<file path="src/rtl/pixel_plot_sink_pkg.sv">
`default_nettype none
// ============================================================================
// pixel_plot_sink_pkg : frame geometry, request layout and address helpers
// Revision: 1.0
// ============================================================================
package pixel_plot_sink_pkg;

  localparam int H_PIX      = 160;
  localparam int V_PIX      = 120;
  localparam int AW         = 15;
  localparam int CW         = 3;
  localparam int XW         = 8;
  localparam int YW         = 7;
  localparam int FRAME_SIZE = H_PIX * V_PIX;
  localparam int ENTRY_W    = XW + YW + CW;

  localparam logic [AW-1:0] FRAME_LAST = AW'(FRAME_SIZE - 1);

  typedef enum logic [1:0] {
    ST_IDLE      = 2'd0,
    ST_DRAIN_CLR = 2'd1,
    ST_CLEAR     = 2'd2
  } state_t;

  typedef struct packed {
    logic [XW-1:0] x;
    logic [YW-1:0] y;
    logic [CW-1:0] colour;
  } plot_req_t;

  // Both operands are below V_PIX, so one conditional subtract wraps the sum.
  function automatic logic [YW-1:0] scroll_y(input logic [YW-1:0] y, input logic [YW-1:0] off);
    logic [YW:0] s;
    s = {1'b0, y} + {1'b0, off};
    if (s >= (YW+1)'(V_PIX)) s = s - (YW+1)'(V_PIX);
    return s[YW-1:0];
  endfunction

  // y*160 + x as y*128 + y*32 + x.
  function automatic logic [AW-1:0] pix_addr(input logic [XW-1:0] x, input logic [YW-1:0] y);
    return {1'b0, y, 7'b0} + {3'b0, y, 5'b0} + {7'b0, x};
  endfunction

endpackage
`default_nettype wire

</file>
<file path="src/rtl/pixel_plot_sink_fifo.sv">
`default_nettype none
// ============================================================================
// pixel_plot_sink_fifo : synchronous FIFO holding clipped plot requests
// Revision: 1.0
// ============================================================================
module pixel_plot_sink_fifo #(
  parameter int DEPTH = 4,
  parameter int WIDTH = 18
) (
  input  logic                     clk,
  input  logic                     rst,
  input  logic                     i_push,
  input  logic [WIDTH-1:0]         i_data,
  input  logic                     i_pop,
  output logic [WIDTH-1:0]         o_data,
  output logic [$clog2(DEPTH):0]   o_count,
  output logic                     o_full,
  output logic                     o_empty
);

  localparam int PW = $clog2(DEPTH);

  logic [WIDTH-1:0] r_mem [DEPTH];
  logic [PW-1:0]    r_wr_ptr;
  logic [PW-1:0]    r_rd_ptr;
  logic [PW:0]      r_count;
  logic             w_push;
  logic             w_pop;

  assign w_push  = i_push && !o_full;
  assign w_pop   = i_pop && !o_empty;
  assign o_full  = (r_count == (PW+1)'(DEPTH));
  assign o_empty = (r_count == '0);
  assign o_count = r_count;
  assign o_data  = r_mem[r_rd_ptr];

  always_ff @(posedge clk) begin
    if (rst) begin
      r_wr_ptr <= '0;
      r_rd_ptr <= '0;
      r_count  <= '0;
    end else begin
      if (w_push) r_wr_ptr <= r_wr_ptr + 1'b1;
      if (w_pop)  r_rd_ptr <= r_rd_ptr + 1'b1;
      case ({w_push, w_pop})
        2'b10:   r_count <= r_count + 1'b1;
        2'b01:   r_count <= r_count - 1'b1;
        default: r_count <= r_count;
      endcase
    end
  end

  always_ff @(posedge clk) begin
    if (w_push) r_mem[r_wr_ptr] <= i_data;
  end

endmodule
`default_nettype wire

</file>
<file path="src/rtl/pixel_plot_sink.sv">
`default_nettype none
// ============================================================================
// pixel_plot_sink : buffers/clips/scrolls plot requests into framebuffer writes,
//                   plus a full-frame clear sweep
// Revision: 1.0
// ============================================================================
module pixel_plot_sink
  import pixel_plot_sink_pkg::*;
#(
  parameter int FIFO_DEPTH = 4
) (
  input  logic          clk,
  input  logic          rst,
  input  logic [XW-1:0] i_plot_x,
  input  logic [YW-1:0] i_plot_y,
  input  logic [CW-1:0] i_plot_colour,
  input  logic          i_plot,
  output logic          o_plot_ready,
  input  logic          i_clear_req,
  input  logic [CW-1:0] i_clear_colour,
  input  logic          i_scroll_en,
  input  logic          i_vsync_tick,
  input  logic          i_fb_wait,
  output logic          o_fb_we,
  output logic [AW-1:0] o_fb_addr,
  output logic [CW-1:0] o_fb_data,
  output logic          o_busy,
  output logic [7:0]    o_drop_count
);

  state_t                      r_state;
  state_t                      w_state_nxt;
  logic                        r_clear_pending;
  logic [CW-1:0]               r_clear_colour;
  logic [YW-1:0]               r_scroll_off;
  logic [AW-1:0]               r_sweep_cnt;
  logic [7:0]                  r_drop_count;
  logic                        r_fb_we;
  logic [AW-1:0]               r_fb_addr;
  logic [CW-1:0]               r_fb_data;

  logic                        w_in_range;
  logic                        w_accept;
  logic                        w_push;
  logic                        w_drop;
  logic                        w_pop;
  logic                        w_sweep_wr;
  logic                        w_sweep_last;
  plot_req_t                   w_req;
  plot_req_t                   w_head;
  logic [ENTRY_W-1:0]          w_head_raw;
  logic [$clog2(FIFO_DEPTH):0] w_fifo_count;
  logic                        w_fifo_full;
  logic                        w_fifo_empty;
  logic [YW-1:0]               w_y_eff;

  assign w_in_range   = (i_plot_x < XW'(H_PIX)) && (i_plot_y < YW'(V_PIX));
  assign o_plot_ready = !rst && (r_state == ST_IDLE) && !r_clear_pending && !w_fifo_full;
  assign w_accept     = i_plot && o_plot_ready;
  assign w_push       = w_accept && w_in_range;
  assign w_drop       = w_accept && !w_in_range;
  assign w_req        = '{x: i_plot_x, y: i_plot_y, colour: i_plot_colour};
  assign w_head       = plot_req_t'(w_head_raw);
  assign w_y_eff      = scroll_y(w_head.y, r_scroll_off);

  pixel_plot_sink_fifo #(
    .DEPTH (FIFO_DEPTH),
    .WIDTH (ENTRY_W)
  ) u_plot_fifo (
    .clk     (clk),
    .rst     (rst),
    .i_push  (w_push),
    .i_data  (w_req),
    .i_pop   (w_pop),
    .o_data  (w_head_raw),
    .o_count (w_fifo_count),
    .o_full  (w_fifo_full),
    .o_empty (w_fifo_empty)
  );

  always_ff @(posedge clk) begin
    if (rst) r_state <= ST_IDLE;
    else     r_state <= w_state_nxt;
  end

  always_comb begin
    w_state_nxt  = r_state;
    w_pop        = 1'b0;
    w_sweep_wr   = 1'b0;
    w_sweep_last = 1'b0;
    case (r_state)
      ST_IDLE: begin
        w_pop = !w_fifo_empty && !i_fb_wait;
        if (r_clear_pending) w_state_nxt = ST_DRAIN_CLR;
      end
      ST_DRAIN_CLR: begin
        w_pop = !w_fifo_empty && !i_fb_wait;
        if (w_fifo_empty) w_state_nxt = ST_CLEAR;
      end
      ST_CLEAR: begin
        if (!i_fb_wait) begin
          w_sweep_wr = 1'b1;
          if (r_sweep_cnt == FRAME_LAST) begin
            w_sweep_last = 1'b1;
            w_state_nxt  = ST_IDLE;
          end
        end
      end
      default: w_state_nxt = ST_IDLE;
    endcase
  end

  always_ff @(posedge clk) begin
    if (rst) begin
      r_clear_pending <= 1'b0;
      r_clear_colour  <= '0;
      r_scroll_off    <= '0;
      r_sweep_cnt     <= '0;
      r_drop_count    <= '0;
      r_fb_we         <= 1'b0;
      r_fb_addr       <= '0;
      r_fb_data       <= '0;
    end else begin
      r_fb_we <= 1'b0;
      if (w_pop) begin
        r_fb_we   <= 1'b1;
        r_fb_addr <= pix_addr(w_head.x, w_y_eff);
        r_fb_data <= w_head.colour;
      end else if (w_sweep_wr) begin
        r_fb_we   <= 1'b1;
        r_fb_addr <= r_sweep_cnt;
        r_fb_data <= r_clear_colour;
      end

      // Counter parks at zero outside the sweep so CLEAR always starts at pixel 0.
      if (r_state != ST_CLEAR) r_sweep_cnt <= '0;
      else if (w_sweep_wr)     r_sweep_cnt <= r_sweep_cnt + 1'b1;

      if (i_clear_req && (r_state != ST_CLEAR)) begin
        r_clear_pending <= 1'b1;
        r_clear_colour  <= i_clear_colour;
      end else if (w_sweep_last) begin
        r_clear_pending <= 1'b0;
      end

      if (i_vsync_tick && i_scroll_en)
        r_scroll_off <= (r_scroll_off == YW'(V_PIX - 1)) ? '0 : r_scroll_off + 1'b1;

      if (w_drop && (r_drop_count != 8'hFF)) r_drop_count <= r_drop_count + 1'b1;
    end
  end

  assign o_fb_we      = r_fb_we;
  assign o_fb_addr    = r_fb_addr;
  assign o_fb_data    = r_fb_data;
  assign o_busy       = r_clear_pending || (r_state != ST_IDLE);
  assign o_drop_count = r_drop_count;

endmodule
`default_nettype wire
</file>
<file path="config.mk">
export PLATFORM = sky130hd
export DESIGN_NAME = pixel_plot_sink
export DESIGN_NICKNAME = d
export VERILOG_FILES = /design/src/rtl/pixel_plot_sink_pkg.sv /design/src/rtl/pixel_plot_sink_fifo.sv /design/src/rtl/pixel_plot_sink.sv
export SDC_FILE = /design/constraint.sdc
export NUM_CORES = 1
export LEC_CHECK = 0
export CAP_MARGIN = 30
export CORE_UTILIZATION = 45
export DETAILED_ROUTE_END_ITERATION = 12
export GPL_ROUTABILITY_DRIVEN = 0
export GPL_TIMING_DRIVEN = 0
export HOLD_SLACK_MARGIN = 0.08
export PLACE_DENSITY = 0.65
export SLEW_MARGIN = 20
export SYNTH_ARGS = -nofsm -noshare
export SYNTH_HDL_FRONTEND = slang
export SYNTH_SLANG_ARGS = --single-unit
export TNS_END_PERCENT = 30
</file>
<file path="constraint.sdc">
create_clock -name clk -period 13.26 [get_ports clk]
set_input_delay 3.978 -clock clk [delete_from_list [all_inputs] [get_ports clk]]
set_output_delay 3.978 -clock clk [all_outputs]
set_load 0.005 [all_outputs]
</file>
After elaboration in Yosys (flattened, before gate mapping)

Memories as Yosys holds them, arrays and structs flattened. A register that Yosys moved wholly into a read port is not among the register bits.
Index checks and enable logic that the tools add are counted.
W data, S select, Z words.

Equal/unequal tests: 13
$add $sub $neg: 11
Magnitude comparators: 3
Mux-type cells: 26
Reductions and logical operators: 29

Operators by type and width:

| kind                    | count |
|---|---|
| $mux W15                | 2 |
| $add A14 B12 Y15        | 1 |
| $add A15 B1 Y15 const B | 1 |
| $add A15 B8 Y15         | 1 |
| $eq A15 B15 Y1 const B  | 1 |
| $mux W7                 | 2 |
| $logic_and A1 B1 Y1     | 13 |
| $mux W1                 | 12 |
| $mux W2                 | 6 |
| $add A7 B7 Y8           | 1 |
| $add A8 B1 Y8 const B   | 1 |
| $ge A8 B7 Y1 const B    | 1 |
| $lt A8 B8 Y1 const B    | 1 |
| $ne A2 B2 Y1 const B    | 4 |
| $ne A8 B8 Y1 const B    | 1 |
| $reduce_bool A2 Y1      | 4 |
| $add A7 B1 Y7 const B   | 1 |
| $eq A7 B7 Y1 const B    | 1 |
| $lt A7 B7 Y1 const B    | 1 |
| $sub A7 B7 Y7 const B   | 1 |
| $logic_not A1 Y1        | 6 |
| $mux W3                 | 2 |
| $pmux W2 S3             | 1 |
| $pmux W3 S2             | 1 |
| other kinds (12)        | 16 |

Register bits: 62
Memories: 1
Output and inout bits: 29
Input port bits: 28
Bits in writable memories: 72
Word-level logic and storage cells: 95

Memory list:

| name              | words | width | read ports | clocked after memory_dff | write ports | RTL line                   | text |
|---|---|---|---|---|---|---|---|
| u_plot_fifo.r_mem | 4     | 18    | 1          | 1                        | 1           | pixel_plot_sink_fifo.sv:23 | `logic [WIDTH-1:0] r_mem [DEPTH];` |

Longest topological paths before layout

Gate-level depths: netlist of the first run.

Depth in word-level cells: 9
Depth in mapped cells: 22
Mapped depth without buffers: 20

Modules after synthesis

A second synthesis of the first run with hierarchy kept.

Cell total of the unflattened synthesis: 513
Area, all modules: 6296.0 um2

Modules (own cells, without submodules):

| module               | cells an instance | sequential area each (um2) | area each (um2) | instances |
|---|---|---|---|---|
| pixel_plot_sink      | 365               | 1101.1                     | 3181.8          | 1 |
| pixel_plot_sink_fifo | 148               | 2342.2                     | 3114.2          | 1 |

Worst setup path before layout of the first run

Ideal clock, no wire load.

Path kind: input to output
Start: input port rst
End: output port o_plot_ready
Data arrival time: 4.587 ns
Required time: 9.282 ns
Path slack: 4.695 ns
Buffers on the path: 0
Cell stages on the path: 2
Path through: or4_1 a31oi_2

Longest elaborated chain between the ends: 4

RTL lines:

| what                              | RTL line              | text |
|---|---|---|
| start: declaration                | pixel_plot_sink.sv:13 | `input logic rst,` |
| $logic_not A1 Y1                  | pixel_plot_sink.sv:58 | `assign o_plot_ready = !rst && (r_state == ST_IDLE) && !r_clear_pending && !w_fifo_full;` |
| $logic_and A1 B1 Y1 (3 in series) | pixel_plot_sink.sv:58 |  |
| end: declaration                  | pixel_plot_sink.sv:18 | `output logic o_plot_ready,` |

Every way passes these cells.

Worst setup path in the final report of the first run

Ends and elaborated chain as after synthesis.

==> results.py, run 1 <==
metrics = {
    "worst_setup_path": {
        "critical_path_required_ns": 9.28,
        "path_cells": "clkdlybuf4s50_1 > or4_1 > a31oi_2 > clkdlybuf4s50_1",
        "crit_type": "input port to primary output",
        "critPathMaxFanout": 2,
        "slowest_delay_ns": 0.54,
        "critPathLaunchType": "input port",
        "end_kind": "primary output",
        "cp_common_cell": "clkdlybuf4s50_1",
        "critPathTopFamily": "buffers and inverters",
        "cpMaxStageDelayCell": "clkdlybuf4s50_1",
        "path_buf_inv": 2,
        "crit_arrival_ns": 5.61,
        "worstSetupStartpoint": "rst",
    },
    "layout": {
        "multiInputGateArea_um2": 2579,
        "final_cell_mix": "edfxtp_1, dfxtp_1, clkdlybuf4s50_1, nor2_1, nand2_1",
        "drive_above_1_share_pct": 9.950,
        "final_common_cell": "edfxtp_1",
        "finish.net_count": 650,
        "layout.filler_cells": 1118,
        "areaGrowthSynthToFinish_pct": 22.54,
        "n_antenna_cell": 0,
        "finalInstanceArea_um2": 7545,
        "sequential_cell_area_um2": 3443,
    },
    "routing": {
        "vias": 4122,
        "post_drt_wl_per_cell_um": 16.28,
        "drt_wl_total_um": 12690,
        "drtPass1Iterations": 4,
        "drt_iter0_markers": 255,
        "antenna_left": 0,
        "via_per_inst": 5.291,
        "drc_errors": 0,
    },
    "timing": {
        "hold_viol": 0,
        "clock.fmax_mhz": 104.3,
        "min_period_ns": 9.587,
        "clock_skew_ns": 0.007009,
        "rsz0062_at_grt": "false",
        "post-route-period-util_pct": 72.30,
        "finalSetupViolCount": 0,
        "slew_violations": 0,
        "slew_headroom_pct": 37.53,
        "finalSetupTns_ns": 0,
        "tightestPinTransition_ns": 0.9370,
    },
    "synthesis": {
        "syn-cell-area_um2": 6157,
        "yosys-top-cells-area": "edfxtp_1, dfxtp_1, mux4_2, ha_1, xor2_1",
        "synthArstFlopShare_pct": 0,
        "synthCells": 513,
        "synth_nets": 573,
        "syn_area_per_cell_um2": 12.00,
        "ys_ff_latch": 136,
        "synthFlopType": "edfxtp_1",
        "yosys.area.top_type": "edfxtp_1",
        "synth_cell_types": 50,
        "synth_seq_area_share_pct": 55.92,
        "synth_edf_count": 72,
        "synth_top_area_share_pct": 35.11,
        "yosys_warnings": 0,
    },
    "global_route": {
        "grt-ovfl-total": 0,
        "antenna_found_initial": 0,
        "grt_pass1_wl_um": 20690,
        "grt_max_degree": 19,
        "grtUsageMet2_pct": 32.42,
        "grt.busiest_layer": "met2",
        "grt_use_met3_pct": 4.454,
        "grt_usage_pct": 19.37,
        "grt_pass1_vias": 4101,
        "gr-usage-met1_pct": 24.12,
    },
    "floorplan": {
        "core_um2": 13300,
        "dieArea_um2": 14150,
        "die_h_um": 119.0,
        "start_util_pct": 46.31,
        "die_w_um": 119.0,
        "num_rows": 42,
        "ios": 57,
    },
    "clocking": {
        "clk_latency_ns": 0.41,
        "cts-root-buf": "clkbuf_16",
        "post_cts_buffers": 0,
        "cts_inserted_buffers": 17,
        "htree_levels": 4,
        "clockBufferDepth": 2,
        "cts.sink_count": 136,
        "cts_hold_buf": 0,
        "path_clk_slew_ns": 0.06,
        "post_cts_resized": 0,
        "cts_tree": "done",
    },
    "status": {
        "status": "finished, final reports clean",
    },
    "job": {
        "max-cap-violations": 0,
    },
    "min_path": {
        "worstHoldStart": "r_clear_colour[1]",
        "hold_path_class": "flip-flop to flip-flop",
    },
    "pwr": {
        "irDropWorstVdd_mv": 0.1281,
        "cellPowerDensity_nw_per_um2": 153.5,
        "leakage_uw": 0.002668,
    },
    "place": {
        "place_area_um2": 6933,
        "numPortBuffers": 55,
        "dp_hpwl_um": 8810,
    },
}
-- logic make-up (layout without fill, tap and decap cells) --
logic type,count (synthesis),count (layout),synth area share (%)
and+or+nand+nor,162,162,12.42
DFF,136,136,55.92
AOI/OAI and AO/OA,83,83,9.185
xor gates and xnor gates,41,41,5.954
buffers and inverters,37,127,2.276
adders and majority gates,32,32,6.991
muxes,22,22,7.255
-- metrics by stage --
step | std cells | total power, uW | util, % | hold slack, ns | worst slack [ns]
floorplan | 513 | 640.2 | - | 0.4322 | 4.695
CTS | 776 | 1167 | 56.41 | 0.4679 | 3.648
finish | 779 | 1158 | 56.75 | 0.4644 | 3.673
detailed placement | 744 | 715.0 | 52.15 | 0.4558 | 3.652
global placement | 744 | 709.3 | 52.11 | 0.4501 | 3.640
global route | 779 | 1217 | 56.75 | 0.4809 | 3.601
-- cell type report --
cell class	count	area share, %
clock buffer	21	5.837
clock inverter	11	1.675
buffer	18	0.9121
sequential	136	45.64
tap	176	2.919
inverter	19	0.9453
multi-input combinational	340	34.18
timing repair buffer	58	7.894
-- power breakdown --
group	internal, uW	leakage [uW]	switching, uW	total (uW)
sequential	462	0.00117	11.7	473
clock	277	0.000266	175	452
combinational	109	0.00123	123	232
-- routing by layer --
| metal | vias up | wire [um] | share of wire [%] |
|---|---|---|---|
| met2 | 79 | 6217 | 49 |
| li1 | 2025 | - | - |
| met4 | 0 | 242 | 1.9 |
| met3 | 22 | 449 | 3.5 |
| met1 | 1996 | 5776 | 46 |
| met5 | - | 0 | 0 |
-- flip-flops by register name (all words and copies together), names as in the netlist, named ones only --
signal / cells
u_plot_fifo.r_rd_ptr: 2
u_plot_fifo.r_wr_ptr: 2
o_drop_count: 8
o_fb_addr: 15
r_scroll_off: 7
r_clear_pending: 1
u_plot_fifo.o_count: 3
r_sweep_cnt: 15
r_state: 2
r_clear_colour: 3
o_fb_we: 1
o_fb_data: 3
u_plot_fifo.r_mem: 72
-- cells in the mapped netlist (all sizes together) (12+ instances only) --
cell     n
a21oi   30
nor2    50
inv     19
nand3   14
o21ai   13
ha      28
clkbuf  14
a22oi   12
mux4    18
edfxtp  72
nand2   43
dfxtp   64
xor2    30
-- worst register-to-register path, stage by stage, from the launching register on --
cell and delay (ns):
dfxtp_1 0.31, clkbuf_1 0.56, buf_2 0.47, mux4_2 0.58, ha_1 0.22, inv_1 0.07
fa_1 0.20, and2b_1 0.22, o22ai_1 0.22, xnor2_2 0.25, nand3_1 0.22, o21a_1 0.25
nand2b_1 0.17, xnor2_1 0.22, ha_1 0.27, ha_1 0.32, nand2_1 0.07, o21ai_0 0.24
o21a_1 0.15, nor2_1 0.06, nor2b_1 0.12, o21ai_0 0.10, a221oi_1 0.30
-- worst paths after layout --
kind	endpoint	slack, ns	depth (start not counted)
worst max-delay path	o_plot_ready	3.67	4
worst min-delay path	r_clear_colour[1]	0.46	2
worst max register to register	o_fb_addr[14]	7.58	22
worst min register to register	r_clear_colour[1]	0.46	2
No activity file was read; power rests on OpenSTA's default activity.
==> run 2: changes to the inputs <==
clock period = 9.4 ns   (was 13.26 ns; I/O delays follow)
==> results of run 2 <==
The final DEF is identical to that of run 1. Status: finished, final reports clean.
Among the figures that moved: setup slack after placement 3.652 ns -> 2.108 ns; setup slack after layout 3.673 ns -> 2.130 ns; register-to-register setup slack 7.58 ns -> 3.72 ns; total power 1158 uW -> 1633 uW; worst IR drop on VDD 0.1281 mV -> 0.1807 mV
==> run 3: changes to the inputs <==
clock period = 7 ns   (was 9.4 ns; I/O delays follow)
==> results of run 3 <==
The final DEF is identical to that of run 1. Status: finished, final reports clean.
Among the figures that moved: setup slack after placement 3.652 ns -> 1.148 ns; setup slack after layout 3.673 ns -> 1.170 ns; register-to-register setup slack 7.58 ns -> 1.32 ns; total power 1158 uW -> 2193 uW; worst IR drop on VDD 0.1281 mV -> 0.2426 mV
